### src/rtl/me_pkg.sv
// me_pkg: shared defaults, state encoding and motion-vector type for the motion estimator
package me_pkg;
  localparam int SAD_W_DEF    = 8;
  localparam int SEARCH_P_DEF = 8;
  localparam int MV_W_DEF     = 5;
  localparam int NUM_CAND     = (2 * SEARCH_P_DEF) * (2 * SEARCH_P_DEF);
  typedef enum logic [1:0] {IDLE, SCAN, DONE} state_e;
  typedef logic signed [MV_W_DEF-1:0] mv_t;
endpackage

### src/rtl/mv_scan_counter.sv
// mv_scan_counter: raster x/y displacement counter over -SEARCH_P..SEARCH_P-1
//   clock/reset: clock, async active-high reset; clr: restart at (-P,-P); adv: step one candidate
//   x/y: current signed displacement; last: current candidate is the final one in the window
module mv_scan_counter
  import me_pkg::*;
#(
  parameter int SEARCH_P = SEARCH_P_DEF,
  parameter int MV_W     = MV_W_DEF
) (
  input  logic                   clock,
  input  logic                   reset,
  input  logic                   clr,
  input  logic                   adv,
  output logic signed [MV_W-1:0] x,
  output logic signed [MV_W-1:0] y,
  output logic                   last
);
  localparam logic signed [MV_W-1:0] LO = MV_W'(-SEARCH_P);
  localparam logic signed [MV_W-1:0] HI = MV_W'(SEARCH_P - 1);
  logic signed [MV_W-1:0] r_x, r_y;
  logic w_x_end;
  always_comb begin
    w_x_end = r_x == HI;
    last    = w_x_end && r_y == HI;
    x       = r_x;
    y       = r_y;
  end
  always_ff @(posedge clock or posedge reset)
    if (reset) begin
      r_x <= LO;
      r_y <= LO;
    end else if (clr) begin
      r_x <= LO;
      r_y <= LO;
    end else if (adv) begin
      r_x <= w_x_end ? LO : r_x + MV_W'(1);
      if (w_x_end) r_y <= last ? LO : r_y + MV_W'(1);
    end
endmodule

### src/rtl/sad_min_selector.sv
// sad_min_selector: tracks the minimum SAD over a raster search window and reports its motion vector
//   start: begin/restart a window; sad_valid/sad_in: one candidate SAD per accepted cycle
//   best_sad/best_mv_x/best_mv_y: running minimum and its displacement; busy: scanning; done: one-cycle completion pulse
module sad_min_selector
  import me_pkg::*;
#(
  parameter int SAD_W    = SAD_W_DEF,
  parameter int SEARCH_P = SEARCH_P_DEF,
  parameter int MV_W     = MV_W_DEF
) (
  input  logic                   clock,
  input  logic                   reset,
  input  logic                   start,
  input  logic                   sad_valid,
  input  logic [SAD_W-1:0]       sad_in,
  output logic [SAD_W-1:0]       best_sad,
  output logic signed [MV_W-1:0] best_mv_x,
  output logic signed [MV_W-1:0] best_mv_y,
  output logic                   busy,
  output logic                   done
);
  state_e                 r_state;
  logic [SAD_W-1:0]       r_best_sad;
  logic signed [MV_W-1:0] r_mv_x, r_mv_y;
  logic                   r_busy, r_done, r_first;
  logic signed [MV_W-1:0] w_x, w_y;
  logic                   w_last, w_adv;
  // start always wins: a sample coinciding with start is discarded
  always_comb w_adv = r_state == SCAN && sad_valid && !start;
  mv_scan_counter #(.SEARCH_P(SEARCH_P), .MV_W(MV_W)) u_cnt (
    .clock(clock),
    .reset(reset),
    .clr  (start),
    .adv  (w_adv),
    .x    (w_x),
    .y    (w_y),
    .last (w_last)
  );
  always_ff @(posedge clock or posedge reset)
    if (reset) begin
      r_state    <= IDLE;
      r_best_sad <= '1;
      r_mv_x     <= '0;
      r_mv_y     <= '0;
      r_busy     <= 1'b0;
      r_done     <= 1'b0;
      r_first    <= 1'b1;
    end else begin
      r_done <= 1'b0;
      if (start) begin
        r_state    <= SCAN;
        r_best_sad <= '1;
        r_first    <= 1'b1;
        r_busy     <= 1'b1;
      end else begin
        case (r_state)
          SCAN: if (sad_valid) begin
            // first candidate is taken unconditionally; ties keep the earlier one
            if (r_first || sad_in < r_best_sad) begin
              r_best_sad <= sad_in;
              r_mv_x     <= w_x;
              r_mv_y     <= w_y;
              r_first    <= 1'b0;
            end
            if (w_last) begin
              r_state <= DONE;
              r_busy  <= 1'b0;
              r_done  <= 1'b1;
            end
          end
          DONE:    r_state <= IDLE;
          default: r_state <= IDLE;
        endcase
      end
    end
  always_comb begin
    best_sad  = r_best_sad;
    best_mv_x = r_mv_x;
    best_mv_y = r_mv_y;
    busy      = r_busy;
    done      = r_done;
  end
endmodule

### config.mk
export PLATFORM = sky130hd
export DESIGN_NAME = sad_min_selector
export DESIGN_NICKNAME = d
export VERILOG_FILES = /design/src/rtl/me_pkg.sv /design/src/rtl/mv_scan_counter.sv /design/src/rtl/sad_min_selector.sv
export SDC_FILE = /design/constraint.sdc
export NUM_CORES = 1
export LEC_CHECK = 0
export CORE_MARGIN = 2
export CORE_UTILIZATION = 55
export DETAILED_ROUTE_END_ITERATION = 8
export PLACE_DENSITY = 0.95
export SLEW_MARGIN = 10
export SYNTH_ARGS = -nofsm -noshare
export SYNTH_HDL_FRONTEND = slang
export SYNTH_HIERARCHICAL = 1
export SYNTH_SLANG_ARGS = --single-unit
### constraint.sdc
create_clock -name clock -period 5.6 [get_ports clock]
set_input_delay 1.12 -clock clock [delete_from_list [all_inputs] [get_ports clock]]
set_output_delay 1.12 -clock clock [all_outputs]
set_load 0.05 [all_outputs]
==> metrics.md, run 1 <==
| Metric | Value |
|---|---|
| Status | completed |
| Worst-Margin Slew | 866 ps |
| WS Path Type | in -> reg |
| Row cnt | 20 |
| Mapped Nets | 168 |
| Switching portion of total power | 0.295 |
| Initial antenna violation count | 0 |
| Die Wd | 59.6 um |
| RSZ-0062 raised after global routing | false |
| Root Buffer | clkbuf_4 |
| Resized Gates After CTS | 0 |
| DR vias/cell | 6.03 |
| Total power | 473 uW |
| Sink Count | 33 |
| Yosys cell types | 39 |
| Diode count | 0 |
| Starting DRT DRC Count | 62 |
| Cell internal pwr | 334 uW |
| Cell area after synthesis | 0.00170 mm^2 |
| TritonRoute pass-1 iters | 4 |
| Max Slew Vio Count | 0 |
| Placed cell count | 208 |
| Layout cell share with drive strength beyond 1 | 0.230 |
| Hold Fails Final Rpt | 0 |
| CTS tree | done |
| Crit Path Max Fanout | 24 |
| Critical path origin | start |
| CTS buffer count | 5 |
| Critical path's slowest cell | clkdlybuf4s50_1 |
| Maximum number of pins on one net before global-route repair | 25 |
| Die height | 59.6 um |
| IO Pins | 32 |
| Die footprint | 0.00356 mm^2 |
| Yosys top cell area share | 0.294 |
| CTS HTree Levels | 2 |
| Register bit total from synthesis | 33 |
| Crit-path leading delay family | simple AND/OR/NAND/NOR gates |
| Crit. End Element | register |
| Top cells by area, synth | dfrtp_1, dfstp_2, mux2_4 |
| First-pass GRT wire length | 5740 um |
| Clk slew on worst S/H paths | 100 ps |
| Worst path max stage delay | 840 ps |
| Synthesized instance count | 147 |
| Worst EP arrival | 3710 ps |
| NumNets Final | 203 |
| Core area | 0.00300 mm^2 |
| Final min period | 3460 ps |
| Final std cells w/o fill | 216 |
| Buf/Inv on CP | 1 |
| Post-DP HPWL | 2630 um |
| Antenna-violating nets left | 0 |
| Worst vdd rail ir drop | 0.000121 V |
| CP startpoint kind | input pin |
| Sequential-to-total area share from yosys stat | 0.494 |
| Via count | 1,303 |
| HP Class | reg -> reg |
| CP required | 5850 ps |
| Syn_area_per_cell | 11.6 um^2 |
| DR DRC count | 0 |
| Number of max-cap violations | 0 |
| Drt total wl | 3540 um |
| Final Wtd Congestion | 0.833 |
| PortBufs | 31 |
| Commonest non-fill, non-tap cell in the layout | clkdlybuf4s50_1 |
| Most frequent cells in the layout | clkdlybuf4s50_1, dfrtp_1, dfstp_2 |
| Async SR Flop Fraction | 1.00 |
| Fin area | 0.00209 mm^2 |
| Placed instance area | 0.00204 mm^2 |
| Final setup vio count | 0 |
| Starting density of the core | 0.567 |
| GR Util All Layers | 0.225 |
| Lkg Pwr | 0.945 nW |
| Routed wire length per instance | 16.4 um |
| Hold Startpoint | busy$_DFFE_PP0P_ |
| Warnings from Yosys | 6 |
| Post-CTS Setup Inserts | 0 |
| Pwr/cell area | 226 mW/mm^2 |
| Fin crit share | 0.618 |
| Main synth FF type | dfrtp_1 |
| Setup TNS | 0 ps |
| Fill count | 208 |
| Layout overhead on the synthesized area | 23.0% |
| Number of flops mapped to enable cells by yosys | 0 |
| Area leader, netlist | dfrtp_1 |
| Share of power burned in registers | 0.540 |
| Power share of the combinational group | 0.191 |
| Clock Skew | 5.29 ps |
| Clock Latency Late Sink | 340 ps |
| Total grt overflow | 0 |
| CTS max path bufs | 2 |
| # hold bufs at CTS | 0 |
| Worst r2r src | r_state[1]$_DFFE_PP0P_ |
| CP Cell Sequence | clkdlybuf4s50_1 > nor2_1 > nand3_1 > or4_1 > a21oi_1 |
| Clk network pwr share | 0.268 |
| Max-slew headroom | 0.421 |
| Vias in the first global route | 1,292 |
| Max Clock Freq | 289 MHz |
| Net switching power | 139 uW |
## Yosys cell counts (2+ instances only)
| cell type | instances |
|---|---|
| clkbuf_1 | 3 |
| nand2b_1 | 3 |
| nand3b_1 | 2 |
| mux2_4 | 10 |
| a21oi_1 | 7 |
| dfrtp_1 | 20 |
| a31o_1 | 2 |
| and2_1 | 3 |
| nor2_1 | 9 |
| a31o_2 | 6 |
| a21o_1 | 12 |
| o21ai_0 | 2 |
| nor2b_1 | 2 |
| ha_1 | 9 |
| inv_1 | 10 |
| dfstp_2 | 13 |
| nand3_1 | 4 |
| nand4_1 | 3 |
| nand2_1 | 7 |
## area by class of cell
cell class | count | area, um^2 | area share
Clock inverter | 2 | 10.0 | 0.00478
Sequential cell | 33 | 842 | 0.402
Clock buffer | 6 | 41.3 | 0.0197
Inverter | 10 | 37.5 | 0.0179
Timing Repair Buffer | 31 | 310 | 0.148
Tap cell | 33 | 41.3 | 0.0197
Multi-Input combinational cell | 101 | 812 | 0.388
## path summary, 6_finish.rpt
path / endpoint / slack, ps / depth (start not counted)
worst max-delay path: u_cnt/y[2]$_DFFE_PP0P_ / 2140 / 5
max in group asynchronous: best_mv_y[0]$_DFFE_PP0P_ / 3800 / 2
worst min-delay path: busy$_DFFE_PP0P_ / 490 / 1
worst max register to register: u_cnt/y[2]$_DFFE_PP0P_ / 3340 / 6
min in group asynchronous: u_cnt/y[2]$_DFFE_PP0P_ / 1080 / 2
worst min register to register: busy$_DFFE_PP0P_ / 490 / 1
## through the flow
step,utilization,setup WS [ps],hold WS (ps)
after floorplan,-,2990,498
final,0.698,2140,489
after detailed placement,0.680,1810,470
after global placement,0.680,2110,479
after CTS,0.698,2210,496
after global routing,0.698,1890,529
## power by group through the flow
| stage | combinational (mW) | clock, mW | sequential (mW) |
|---|---|---|---|
| 5_1_grt | 0.0980 | 0.142 | 0.257 |
| 3_3_place_gp | 0.0869 | 0 | 0.259 |
| 4_1_cts | 0.0912 | 0.133 | 0.256 |
| 6_report | 0.0904 | 0.127 | 0.256 |
| 3_5_place_dp | 0.0911 | 0 | 0.260 |
| 2_1_floorplan | 0.0380 | 0 | 0.282 |
## per-layer routing
layer | up-vias | track usage | part of all wire
met3 | 11 | 0.0873 | 0.059
li1 | 600 | - | -
met1 | 648 | 0.251 | 0.39
met2 | 44 | 0.371 | 0.52
met4 | 0 | 0.114 | 0.026
met5 | - | 0 | 0
## worst reg2reg max path, stage by stage, from the launching register on
cell	delay (ps)
dfrtp_1	380
nor2b_1	170
nand2_1	100
nor2_1	560
nand3_1	320
or4_1	480
a21oi_1	170
## state kept, by name (all words and copies together), names as in the netlist
register   flops
best_mv_x      5
busy           1
done           1
u_cnt/x        5
best_sad       8
u_cnt/y        5
r_state        2
r_first        1
best_mv_y      5
## kinds of logic (layout without fill, tap and decap cells)
group / after synthesis / after routing / share of synthesized area
adders and majority gates: 9 / 9 / 0.0661
xor gates and xnor gates: 2 / 2 / 0.0103
AOI/OAI and AO/OA: 37 / 37 / 0.163
and+or+nand+nor: 42 / 42 / 0.143
muxes: 11 / 11 / 0.0940
DFF: 33 / 33 / 0.494
buffers and inverters: 13 / 49 / 0.0287
(Power assumes the default switching activity.)
==> inputs of run 2 (changes only) <==
--- a/config.mk
+++ b/config.mk
@@ -6,9 +6,9 @@
 export NUM_CORES = 1
 export LEC_CHECK = 0
 export CORE_MARGIN = 2
-export CORE_UTILIZATION = 55
+export CORE_UTILIZATION = 46
 export DETAILED_ROUTE_END_ITERATION = 8
-export PLACE_DENSITY = 0.95
+export PLACE_DENSITY = 0.86
 export SLEW_MARGIN = 10
 export SYNTH_ARGS = -nofsm -noshare
 export SYNTH_HDL_FRONTEND = slang
==> constraint.sdc (replaced) <==
create_clock -name clock -period 3.05 [get_ports clock]
set_input_delay 0.61 -clock clock [delete_from_list [all_inputs] [get_ports clock]]
set_output_delay 0.61 -clock clock [all_outputs]
set_load 0.05 [all_outputs]
==> metrics.md, run 2 (same netlist as run 1, synthesis figures left out) <==
| Metric | Value |
|---|---|
| Starting density of the core | 0.472 |
| PortBufs | 31 |
| Clock Skew | 5.06 ps |
| Lkg Pwr | 0.967 nW |
| CP Cell Sequence | clkdlybuf4s50_1 > ha_1 > a211oi_2 > o21ai_1 > a21oi_4 > nand2_4 > mux2_4 |
| Final setup vio count | 0 |
| Worst EP arrival | 2580 ps |
| R2r setup slk | 860 ps |
| Worst reg2reg path endpoint | best_mv_x[1]$_DFFE_PP0P_ |
| CTS HTree Levels | 2 |
| Worst hold path depth | 1 |
| Post-CTS Setup Inserts | 0 |
| HP Class | reg -> reg |
| Commonest non-fill, non-tap cell in the layout | clkdlybuf4s50_1 |
| Layout cell share with drive strength beyond 1 | 0.238 |
| Drt total wl | 3440 um |
| First-pass GRT wire length | 5870 um |
| Fin area | 0.00216 mm^2 |
| Setup TNS | 0 ps |
| # hold bufs at CTS | 0 |
| Crit Path Max Fanout | 10 |
| Clk slew on worst S/H paths | 70 ps |
| Crit. End Element | register |
| Sink Count | 33 |
| Pwr/cell area | 441 mW/mm^2 |
| Worst vdd rail ir drop | 0.000242 V |
| Core area | 0.00361 mm^2 |
| Routed wire length per instance | 14.8 um |
| Most frequent cells in the layout | clkdlybuf4s50_1, dfrtp_1, dfstp_2 |
| Maximum number of pins on one net before global-route repair | 24 |
| Status | completed |
| NumNets Final | 205 |
| Hold Startpoint | busy$_DFFE_PP0P_ |
| Max-slew headroom | 0.452 |
| Worst-Margin Slew | 821 ps |
| WS Path Type | in -> reg |
| Total grt overflow | 0 |
| Hold slack | 491 ps |
| Die Wd | 64.8 um |
| Antenna-violating nets left | 0 |
| IO Pins | 32 |
| Root Buffer | clkbuf_8 |
| Worst Hold Path EP | busy$_DFFE_PP0P_ |
| Layout overhead on the synthesized area | 26.8% |
| Post-DP HPWL | 2600 um |
| Max Clock Freq | 414 MHz |
| CP required | 3220 ps |
| Placed instance area | 0.00208 mm^2 |
| Final worst slack | 637 ps |
| Buf/Inv on CP | 1 |
| Clock Latency Late Sink | 280 ps |
| RSZ-0062 raised after global routing | false |
| Row cnt | 22 |
| Critical path's slowest cell | clkdlybuf4s50_1 |
| CTS max path bufs | 2 |
| Max Slew Vio Count | 0 |
| Via count | 1,243 |
| Crit-path leading delay family | compound AO/OA/AOI/OAI gates |
| Final Wtd Congestion | 0.803 |
| Resized Gates After CTS | 0 |
| Worst r2r src | best_sad[2]$_DFFE_PP1P_ |
| Final min period | 2410 ps |
| Starting DRT DRC Count | 75 |
| DR DRC count | 0 |
| TritonRoute pass-1 iters | 4 |
| Initial antenna violation count | 0 |
| Critical path origin | sad_in[2] |
| CP startpoint kind | input pin |
| Die footprint | 0.00420 mm^2 |
| Fin crit share | 0.791 |
| Worst reg2reg path depth | 7 |
| Diode count | 0 |
| CTS buffer count | 5 |
| Vias in the first global route | 1,272 |
| GR Util All Layers | 0.183 |
| Dpl ws | 331 ps |
| Number of max-cap violations | 0 |
| Hold Fails Final Rpt | 0 |
| Max reg flops | 8 |
| DR vias/cell | 5.33 |
| CTS tree | done |
| Worst path max stage delay | 440 ps |
| Die height | 64.8 um |
## run 2: worst register-to-register path: stages (launching register included)
cell	delay (ps)
dfstp_2	540
inv_1	50
ha_1	300
a211oi_2	220
o21ai_1	120
a21oi_4	300
nand2_4	190
mux2_4	330
## run 2: metrics by stage
step,power (mW),std cells,utilization
floorplan,0.587,147,-
global placement,0.639,225,0.576
finish,0.951,233,0.599
CTS,0.960,233,0.599
detailed placement,0.646,225,0.576
global route,0.995,233,0.599
## run 2: area by class of cell
type	count	area (um^2)
clock inverter	2	10.0
inverter	10	37.5
tap	48	60.1
clock buffer	6	72.6
fill	306	1450
sequential	33	842
timing repair buffer	33	325
multi-input combinational	101	812
## run 2: how the worst max path moves through the flow
stage / to / slack [ps] / depth (start not counted)
final: best_mv_x[1]$_DFFE_PP0P_ / 640 / 7
after global routing: best_mv_x[0]$_DFFE_PP0P_ / 570 / 7
after CTS: best_mv_y[0]$_DFFE_PP0P_ / 630 / 7
after detailed placement: best_mv_y[0]$_DFFE_PP0P_ / 330 / 7
after global placement: best_mv_y[2]$_DFFE_PP0P_ / 430 / 7
after floorplan: best_mv_x[0]$_DFFE_PP0P_ / 810 / 7
## run 2: report_power, final
part	leakage, nW	switching [mW]	internal, mW
Sequential	0.384	0.0116	0.459
Combinational	0.539	0.0979	0.0676
Clock	0.0450	0.157	0.158
## run 2: layer usage
layer / up-vias / routed length [um] / GRT usage
li1: 600 / - / -
met1: 604 / 1500 / 0.226
met2: 36 / 1700 / 0.304
met3: 3 / 195 / 0.0434
met4: 0 / 46 / 0.0824
met5: - / 0 / 0
